[src/rtl/franken_arb_pkg.sv]
`default_nettype none
// ============================================================================
// franken_arb_pkg : requester indices, state type and helpers for the arbiter
// Revision 1.0
// ============================================================================
package franken_arb_pkg;

  localparam int NUM_REQ = 3;

  localparam logic [1:0] M_DATA   = 2'd0;
  localparam logic [1:0] M_FETCH  = 2'd1;
  localparam logic [1:0] M_LOADER = 2'd2;

  typedef enum logic [0:0] {
    ARB_BOOT = 1'b0,
    ARB_RUN  = 1'b1
  } arb_state_e;

  function automatic logic [1:0] next_idx(input logic [1:0] k);
    return (k == M_LOADER) ? M_DATA : k + 2'd1;
  endfunction

endpackage
`default_nettype wire

[src/rtl/franken_rr_pick.sv]
`default_nettype none
// ============================================================================
// franken_rr_pick : combinational rotating-priority picker starting at rr_ptr
// Revision 1.0
// ============================================================================
module franken_rr_pick
  import franken_arb_pkg::*;
(
  input  logic [NUM_REQ-1:0] req_i,
  input  logic [1:0]         rr_ptr_i,
  output logic [NUM_REQ-1:0] gnt_o,
  output logic [1:0]         idx_o,
  output logic               valid_o
);

  logic [1:0] cand;

  always_comb begin
    gnt_o   = '0;
    idx_o   = rr_ptr_i;
    valid_o = 1'b0;
    cand    = rr_ptr_i;
    for (int i = 0; i < NUM_REQ; i++) begin
      if (!valid_o && req_i[cand]) begin
        valid_o     = 1'b1;
        idx_o       = cand;
        gnt_o[cand] = 1'b1;
      end
      cand = next_idx(cand);
    end
  end

endmodule
`default_nettype wire

[src/rtl/franken_mem_arbiter.sv]
`default_nettype none
// ============================================================================
// franken_mem_arbiter : boot-sequenced round-robin arbiter for one shared RAM.
// Optional counters: FRANKEN_ARB_PERF_EN.  Revision 1.0
// ============================================================================
module franken_mem_arbiter
  import franken_arb_pkg::*;
#(
  parameter int RAM_AW    = 12,
  parameter bit BOOT_SKIP = 1'b0
) (
  input  logic                       clk,
  input  logic                       reset,
  input  logic [NUM_REQ-1:0]         m_req,
  input  logic [NUM_REQ-1:0]         m_we,
  input  logic [NUM_REQ-1:0][31:0]   m_addr,
  input  logic [NUM_REQ-1:0][31:0]   m_wdata,
  input  logic [NUM_REQ-1:0][3:0]    m_be,
  output logic [NUM_REQ-1:0]         m_gnt,
  output logic [NUM_REQ-1:0]         m_rvalid,
  output logic [31:0]                m_rdata,
  input  logic                       boot_done,
  output logic                       core_hold,
  output logic                       ram_en,
  output logic [3:0]                 ram_we,
  output logic [RAM_AW-1:0]          ram_addr,
  output logic [31:0]                ram_wdata,
  input  logic [31:0]                ram_rdata
`ifdef FRANKEN_ARB_PERF_EN
  ,
  output logic [NUM_REQ-1:0][15:0]   perf_gnt,
  output logic [NUM_REQ-1:0][15:0]   perf_wait
`endif
);

  localparam logic [NUM_REQ-1:0] LOADER_MASK = 3'b100;

  arb_state_e         state_q;
  logic               core_hold_q;
  logic [1:0]         rr_ptr_q, rr_ptr_d;
  logic               resp_v_q, resp_we_q;
  logic [1:0]         resp_idx_q;
  logic [NUM_REQ-1:0] eligible, pick_gnt;
  logic [1:0]         pick_idx;
  logic               pick_v;
  logic               unused_addr;

  // Reset suppresses new grants so no RAM write slips through during reset.
  always_comb begin
    if (reset)                    eligible = '0;
    else if (state_q == ARB_BOOT) eligible = m_req & LOADER_MASK;
    else                          eligible = m_req;
  end

  franken_rr_pick u_pick (
    .req_i    (eligible),
    .rr_ptr_i (rr_ptr_q),
    .gnt_o    (pick_gnt),
    .idx_o    (pick_idx),
    .valid_o  (pick_v)
  );

  always_comb begin
    m_gnt     = pick_gnt;
    ram_en    = pick_v;
    ram_addr  = m_addr[pick_idx][RAM_AW+1:2];
    ram_we    = (pick_v && m_we[pick_idx]) ? m_be[pick_idx] : 4'b0000;
    ram_wdata = m_wdata[pick_idx];
    rr_ptr_d  = pick_v ? next_idx(pick_idx) : rr_ptr_q;
  end

  always_comb begin
    unused_addr = 1'b0;
    for (int k = 0; k < NUM_REQ; k++) begin
      unused_addr = unused_addr ^ (^m_addr[k][31:RAM_AW+2]) ^ (^m_addr[k][1:0]);
    end
  end

  // A response pending when reset arrives is dropped, not delivered.
  always_comb begin
    m_rvalid = '0;
    m_rdata  = '0;
    if (resp_v_q && !reset) begin
      m_rvalid[resp_idx_q] = 1'b1;
      if (!resp_we_q) m_rdata = ram_rdata;
    end
  end

  assign core_hold = core_hold_q;

  always_ff @(posedge clk) begin
    if (reset) begin
      state_q     <= BOOT_SKIP ? ARB_RUN : ARB_BOOT;
      core_hold_q <= ~BOOT_SKIP;
      rr_ptr_q    <= M_DATA;
      resp_v_q    <= 1'b0;
      resp_we_q   <= 1'b0;
      resp_idx_q  <= M_DATA;
    end else begin
      case (state_q)
        ARB_BOOT: begin
          if (boot_done) begin
            state_q     <= ARB_RUN;
            core_hold_q <= 1'b0;
          end
        end
        ARB_RUN: core_hold_q <= 1'b0;
      endcase
      rr_ptr_q <= rr_ptr_d;
      resp_v_q <= pick_v;
      if (pick_v) begin
        resp_idx_q <= pick_idx;
        resp_we_q  <= m_we[pick_idx];
      end
    end
  end

`ifdef FRANKEN_ARB_PERF_EN
  for (genvar k = 0; k < NUM_REQ; k++) begin : g_perf
    logic [15:0] gnt_cnt_q, wait_cnt_q;

    always_ff @(posedge clk) begin
      if (reset) begin
        gnt_cnt_q  <= '0;
        wait_cnt_q <= '0;
      end else begin
        if (m_gnt[k] && gnt_cnt_q != 16'hFFFF) gnt_cnt_q <= gnt_cnt_q + 16'd1;
        if (m_req[k] && !m_gnt[k] && wait_cnt_q != 16'hFFFF) wait_cnt_q <= wait_cnt_q + 16'd1;
      end
    end

    assign perf_gnt[k]  = gnt_cnt_q;
    assign perf_wait[k] = wait_cnt_q;
  end
`endif

endmodule
`default_nettype wire

[config.mk]
export PLATFORM = sky130hd
export DESIGN_NAME = franken_mem_arbiter
export DESIGN_NICKNAME = d
export VERILOG_FILES = /design/src/rtl/franken_arb_pkg.sv /design/src/rtl/franken_rr_pick.sv /design/src/rtl/franken_mem_arbiter.sv
export SDC_FILE = /design/constraint.sdc
export NUM_CORES = 1
export LEC_CHECK = 0
export BUFFER_PORTS_ARGS = -buffer_cell sky130_fd_sc_hd__buf_2
export CAP_MARGIN = 10
export CORE_AREA = 3 3 127 129
export DETAILED_ROUTE_END_ITERATION = 7
export DIE_AREA = 0 0 130 132
export SLEW_MARGIN = 0
export SYNTH_ARGS = -nofsm -noshare
export SYNTH_HDL_FRONTEND = slang
export SYNTH_SLANG_ARGS = --single-unit
[constraint.sdc]
create_clock -name clk -period 2.6 [get_ports clk]
set_input_delay 0.52 -clock clk [delete_from_list [all_inputs] [get_ports clk]]
set_output_delay 0.52 -clock clk [all_outputs]
set_load 0.02 [all_outputs]
# Word level (Yosys, flattened, before mapping)
# Cells that the tools add are included.
# word_totals
reg_bits	8
latch_bits	0
mem_bits_rw	0
rom_bits	0
input_bits	245
word_cells	79
memories	0
# op_classes
add_sub_neg	3
n_mul	0
n_div	0
order_cmp	9
n_eq_ne	4
n_shift	0
mux	43
n_bitwise	3
reduce_logical	11
# op_table
op	n
32-bit binary-select mux with 2-bit select	2
32-bit 2-to-1 mux	3
2-bit by 3-bit less-than comparator with 1-bit output, second input constant	5
3-bit 2-to-1 mux	5
1-bit 2-to-1 mux	14
14-bit 2-to-1 mux	1
2-bit 2-to-1 mux	6
1-bit binary-select mux with 2-bit select	4
4-bit binary-select mux with 2-bit select	1
1-bit demux with 2-bit select	4
2-bit by 1-bit >= comparator with 1-bit output, second input constant	4
1-bit logical AND	8
4-bit 2-to-1 mux	2
2-bit by 1-bit adder with 2-bit output, second input constant	3
2-bit equality test, second input constant	3
3-bit bitwise OR	2
1-bit zero test	3
2-bit != test, second input constant	1
1-bit one-hot mux with 2 select lines	1
1-bit NOT	1

# Depth between registers and ports, before layout
# depth
depth_word	15
mapped_depth	7
mapped_depth_nobuf	6

# Hierarchy
# Synthesis repeated with hierarchy kept, for this count alone.
# hier_totals
hier_cells	260
hier_area_um2	1775.5
# by_module_without_submodules
module	n_inst	cells_per_inst	area_per_inst_um2
franken_mem_arbiter	1	240	1639.1
franken_rr_pick	1	20	136.4

# Worst setup path before layout
# No wires, ideal clock.
# synth_timing
path_type	input -> output
from	in reset
to	out ram_addr[0]
arrival_ns	1.891
t_required_ns	2.080
path_slack_ns	0.189
stages	7
path_buffers	2
cell_sequence	buf_2 nand3b_4 a32o_1 nor2_4 buf_6 mux2i_1 o2bb2ai_1
# synth_between
elab_chain_len	12
# synth_rtl
item	line_no	text
start, declared	franken_mem_arbiter.sv:13	input logic reset,
3-bit 2-to-1 mux (*)	franken_mem_arbiter.sv:50	if (reset) eligible = '0;
1-bit binary-select mux with 2-bit select	franken_rr_pick.sv:24	if (!valid_o && req_i[cand]) begin
1-bit 2-to-1 mux (not written as such)	franken_rr_pick.sv:24	
1-bit 2-to-1 mux	franken_rr_pick.sv:24	
1-bit zero test	franken_rr_pick.sv:24	
1-bit logical AND	franken_rr_pick.sv:24	
1-bit 2-to-1 mux	franken_rr_pick.sv:24	
1-bit zero test	franken_rr_pick.sv:24	
1-bit logical AND	franken_rr_pick.sv:24	
2-bit 2-to-1 mux (*)	franken_rr_pick.sv:24	
32-bit binary-select mux with 2-bit select (*)	franken_mem_arbiter.sv:66	ram_addr = m_addr[pick_idx][RAM_AW+1:2];
14-bit 2-to-1 mux (not written as such) (*)	franken_mem_arbiter.sv:66	
end, declared	franken_mem_arbiter.sv:26	output logic [RAM_AW-1:0] ram_addr,
# Mark *: on every way between the ends. The rest lies on a longest branch, timed or not. The select of a mux whose other input is x is not followed.

# Worst setup path in the final report
# layout_timing
from	in reset
to	out ram_we[0]
# layout_between
elab_chain_len	14
# layout_rtl
item	line_no	text
3-bit 2-to-1 mux (*)	franken_mem_arbiter.sv:50	
1-bit binary-select mux with 2-bit select	franken_rr_pick.sv:24	
1-bit 2-to-1 mux (not written as such)	franken_rr_pick.sv:24	
1-bit 2-to-1 mux	franken_rr_pick.sv:24	
1-bit zero test	franken_rr_pick.sv:24	
1-bit logical AND	franken_rr_pick.sv:24	
1-bit 2-to-1 mux	franken_rr_pick.sv:24	
1-bit zero test	franken_rr_pick.sv:24	
1-bit logical AND	franken_rr_pick.sv:24	
2-bit 2-to-1 mux	franken_rr_pick.sv:24	
1-bit binary-select mux with 2-bit select	franken_mem_arbiter.sv:67	ram_we = (pick_v && m_we[pick_idx]) ? m_be[pick_idx] : 4'b0000;
1-bit 2-to-1 mux (not written as such)	franken_mem_arbiter.sv:67	
1-bit logical AND	franken_mem_arbiter.sv:67	
4-bit 2-to-1 mux (*)	franken_mem_arbiter.sv:67	
end, declared	franken_mem_arbiter.sv:25	output logic [3:0] ram_we,
# Marks and branches as above.

==> flow_summary.ini <==
[status]
status = complete, no violations

[synth]
synth_commonest_cells = mux2i_1, o2bb2ai_1, and2_1
ys.flop_type = dfxtp_1
postSynthAreaPerCell_sq_um = 8.27
yosys_warnings = 0
synth_top_area_share_pct = 23.6
yosysUniqueCellTypes = 39
synth_area_sq_um = 1870
ys_async_sr_fraction_pct = 0
syn_nets = 471
seq_area_frac_synth_pct = 8.57
yosysTopAreaCell = mux2i_1
synth_enable_flop_cells = 0
ys_ff_latch = 8
synth_area_leaders = mux2i_1, o2bb2ai_1, and2_1, dfxtp_1, buf_6
synthCells = 226

[setup_path]
required_ns = 2.08
startpoint = reset
crit_fanout = 4
crit_type = in2out
reg2reg_depth = 8
r2r_setup_slack_ns = 0.85
reg2reg_from = state_q$_SDFF_PP0_
cp-end-kind = output pin
r2r_end = resp_we_q$_SDFFE_PP0P_
worstSetupEndpoint = ram_we[0]
start_kind = input port
cp.arrival_ns = 2.07

[clock_network]
cts_max_path_buffers = 2
clk_pin_slew_worst_paths_ns = 0.04
cts_tree = yes
clk_latency_ns = 0.23
cts_sinks = 8
cts_buffers = 3
cts-root-buf = clkbuf_16
h-tree-depth = 1

[pwr]
p_leak_nw = 2.34
switchingPower_mw = 0.519
p_int_mw = 0.746
seqPwrFrac_pct = 11.3
peakVddDrop_uv = 125
clkPwrFrac_pct = 20.8
combPwrFrac_pct = 67.9
total_power_mw = 1.26
p_sw_share_pct = 41.0
p_per_area_nw_per_um2 = 312

[finish]
area_growth_pct = 117
num-fill-cells = 1653
layout-drive-gt1-share_pct = 66.2
nNetsFinal = 767
antenna_cells = 0
fin_util_pct = 26.8

[floorplan]
start_util_pct = 12.3
core_area_sq_um = 15100
die_h_um = 132
rows = 45
dieArea_sq_um = 17200
die_x_um = 130
io_pins = 333

[grt]
track_usage_pct = 9.42
grt-ovfl-total = 0
grt_pass1_vias = 2777
antenna_found_initial = 0
grt_max_degree = 34
grt_pass1_wl_um = 13400

[sta]
tightest_slew_ns = 0.385
rsz0062_at_grt = true
final.min_clock_period_ns = 2.59
hold_slack_ns = 0.454
finalHoldViolCount = 0
post-route-period-util_pct = 99.5
finalSetupViolCount = 0
fmax_mhz = 387
clock_skew_ns = 0.00176
slew_headroom_pct = 74.3
final_max_slew_viol_count = 0

[routing]
via_per_inst = 4.14
wl_per_cell_um = 13.1
postRouteWirelength_um = 9280
vias = 2931
drtIter0Drc = 112
ant_nets = 0
drc = 0
dr.pass1.iters = 4

[job]
cap_violations = 0

[placed_design]
place.detailed.hpwl_um = 7650
globalplace.congestion = 0.789
portBuffers = 272

[hold_path]
hold_start = core_hold$_SDFFE_PP1P_
min-delay-path-class = reg2reg
-- through the flow --
step	setup WS (ns)	instance area (sq um)	TNS, ns	std cells
detailed placement	-0.0939	3620	-1.25	698
global placement	-0.0728	3620	-0.694	698
finish	0.0140	4060	0	708
CTS	-0.0440	3890	-0.714	706
floorplan	0.189	1870	0	226
global route	-0.0697	4060	-0.972	708
-- registers in the layout, summed over array words and instances (netlist names) --
| signal | flops |
|---|---|
| resp_idx_q | 2 |
| resp_we_q | 1 |
| rr_ptr_q | 2 |
| core_hold | 1 |
| resp_v_q | 1 |
| state_q | 1 |
-- worst max-delay path, stage by stage --
cell       delay [ns]
bufbuf_16        0.25
nand2b_4         0.16
o31ai_4          0.26
buf_4            0.18
a21boi_1         0.10
o311ai_4         0.36
a21oi_2          0.06
buf_4            0.17
-- area by class of cell --
class                      count  area (sq um)  area share, %
clock buffer                   3          75.1           1.85
timing repair buffer         311          1900           46.8
sequential                     8           166           4.10
tap                          188           235           5.80
inverter                       4          15.0          0.370
multi-input combinational    194          1670           41.1
-- worst min-delay path by stage --
| stage | cells after the start | slack (ns) | to |
|---|---|---|---|
| CTS | 1 | 0.47 | core_hold$_SDFFE_PP1P_ |
| detailed placement | 1 | 0.46 | core_hold$_SDFFE_PP1P_ |
| global placement | 1 | 0.44 | core_hold$_SDFFE_PP1P_ |
| global route | 1 | 0.50 | core_hold$_SDFFE_PP1P_ |
| floorplan | 2 | 0.46 | resp_idx_q[1]$_SDFFE_PP0P_ |
| finish | 1 | 0.45 | core_hold$_SDFFE_PP1P_ |
-- repair_timing --
| item | in CTS | in global routing |
|---|---|---|
| pin swaps | 17 | 10 |
| setup endpoints to repair | 38 | 48 |
| gates resized for setup | 32 | 42 |
| gates cloned | 2 | 0 |
| buffers inserted | 3 | 2 |
| hold buffers | 0 | 0 |
-- power groups by stage --
stage / clock network (mW) / registers [mW] / logic [mW]
6_report: 0.263 / 0.143 / 0.859
5_1_grt: 0.273 / 0.144 / 0.930
4_1_cts: 0.267 / 0.142 / 0.827
3_5_place_dp: 0 / 0.144 / 0.778
3_3_place_gp: 0 / 0.143 / 0.778
2_1_floorplan: 0 / 0.141 / 0.438
-- kinds of logic after synthesis --
kind of cell / Yosys count / synth area share (%)
AOI/OAI and AO/OA: 78 / 34.8
buffers and inverters: 24 / 8.10
DFF: 8 / 8.57
and+or+nand+nor: 72 / 24.9
muxes: 44 / 23.6
-- per-layer routing --
metal	global-route usage, %	up-vias	part of all wire [%]
met5	0	-	0
met3	1.05	5	8.1
li1	-	1457	-
met1	11.6	1299	41
met4	0.866	0	0.34
met2	17.9	170	51
-- layout by cell type, fill, tap and decap left out, types with 6 or more instances in the layout --
cell type,n
buf_4,47
nand3_1,9
nor2_1,9
buf_2,243
and2_1,32
o21ai_0,6
mux2i_1,43
o2bb2ai_1,44
buf_6,11
Note: power is estimated with default switching activity, not from simulation.
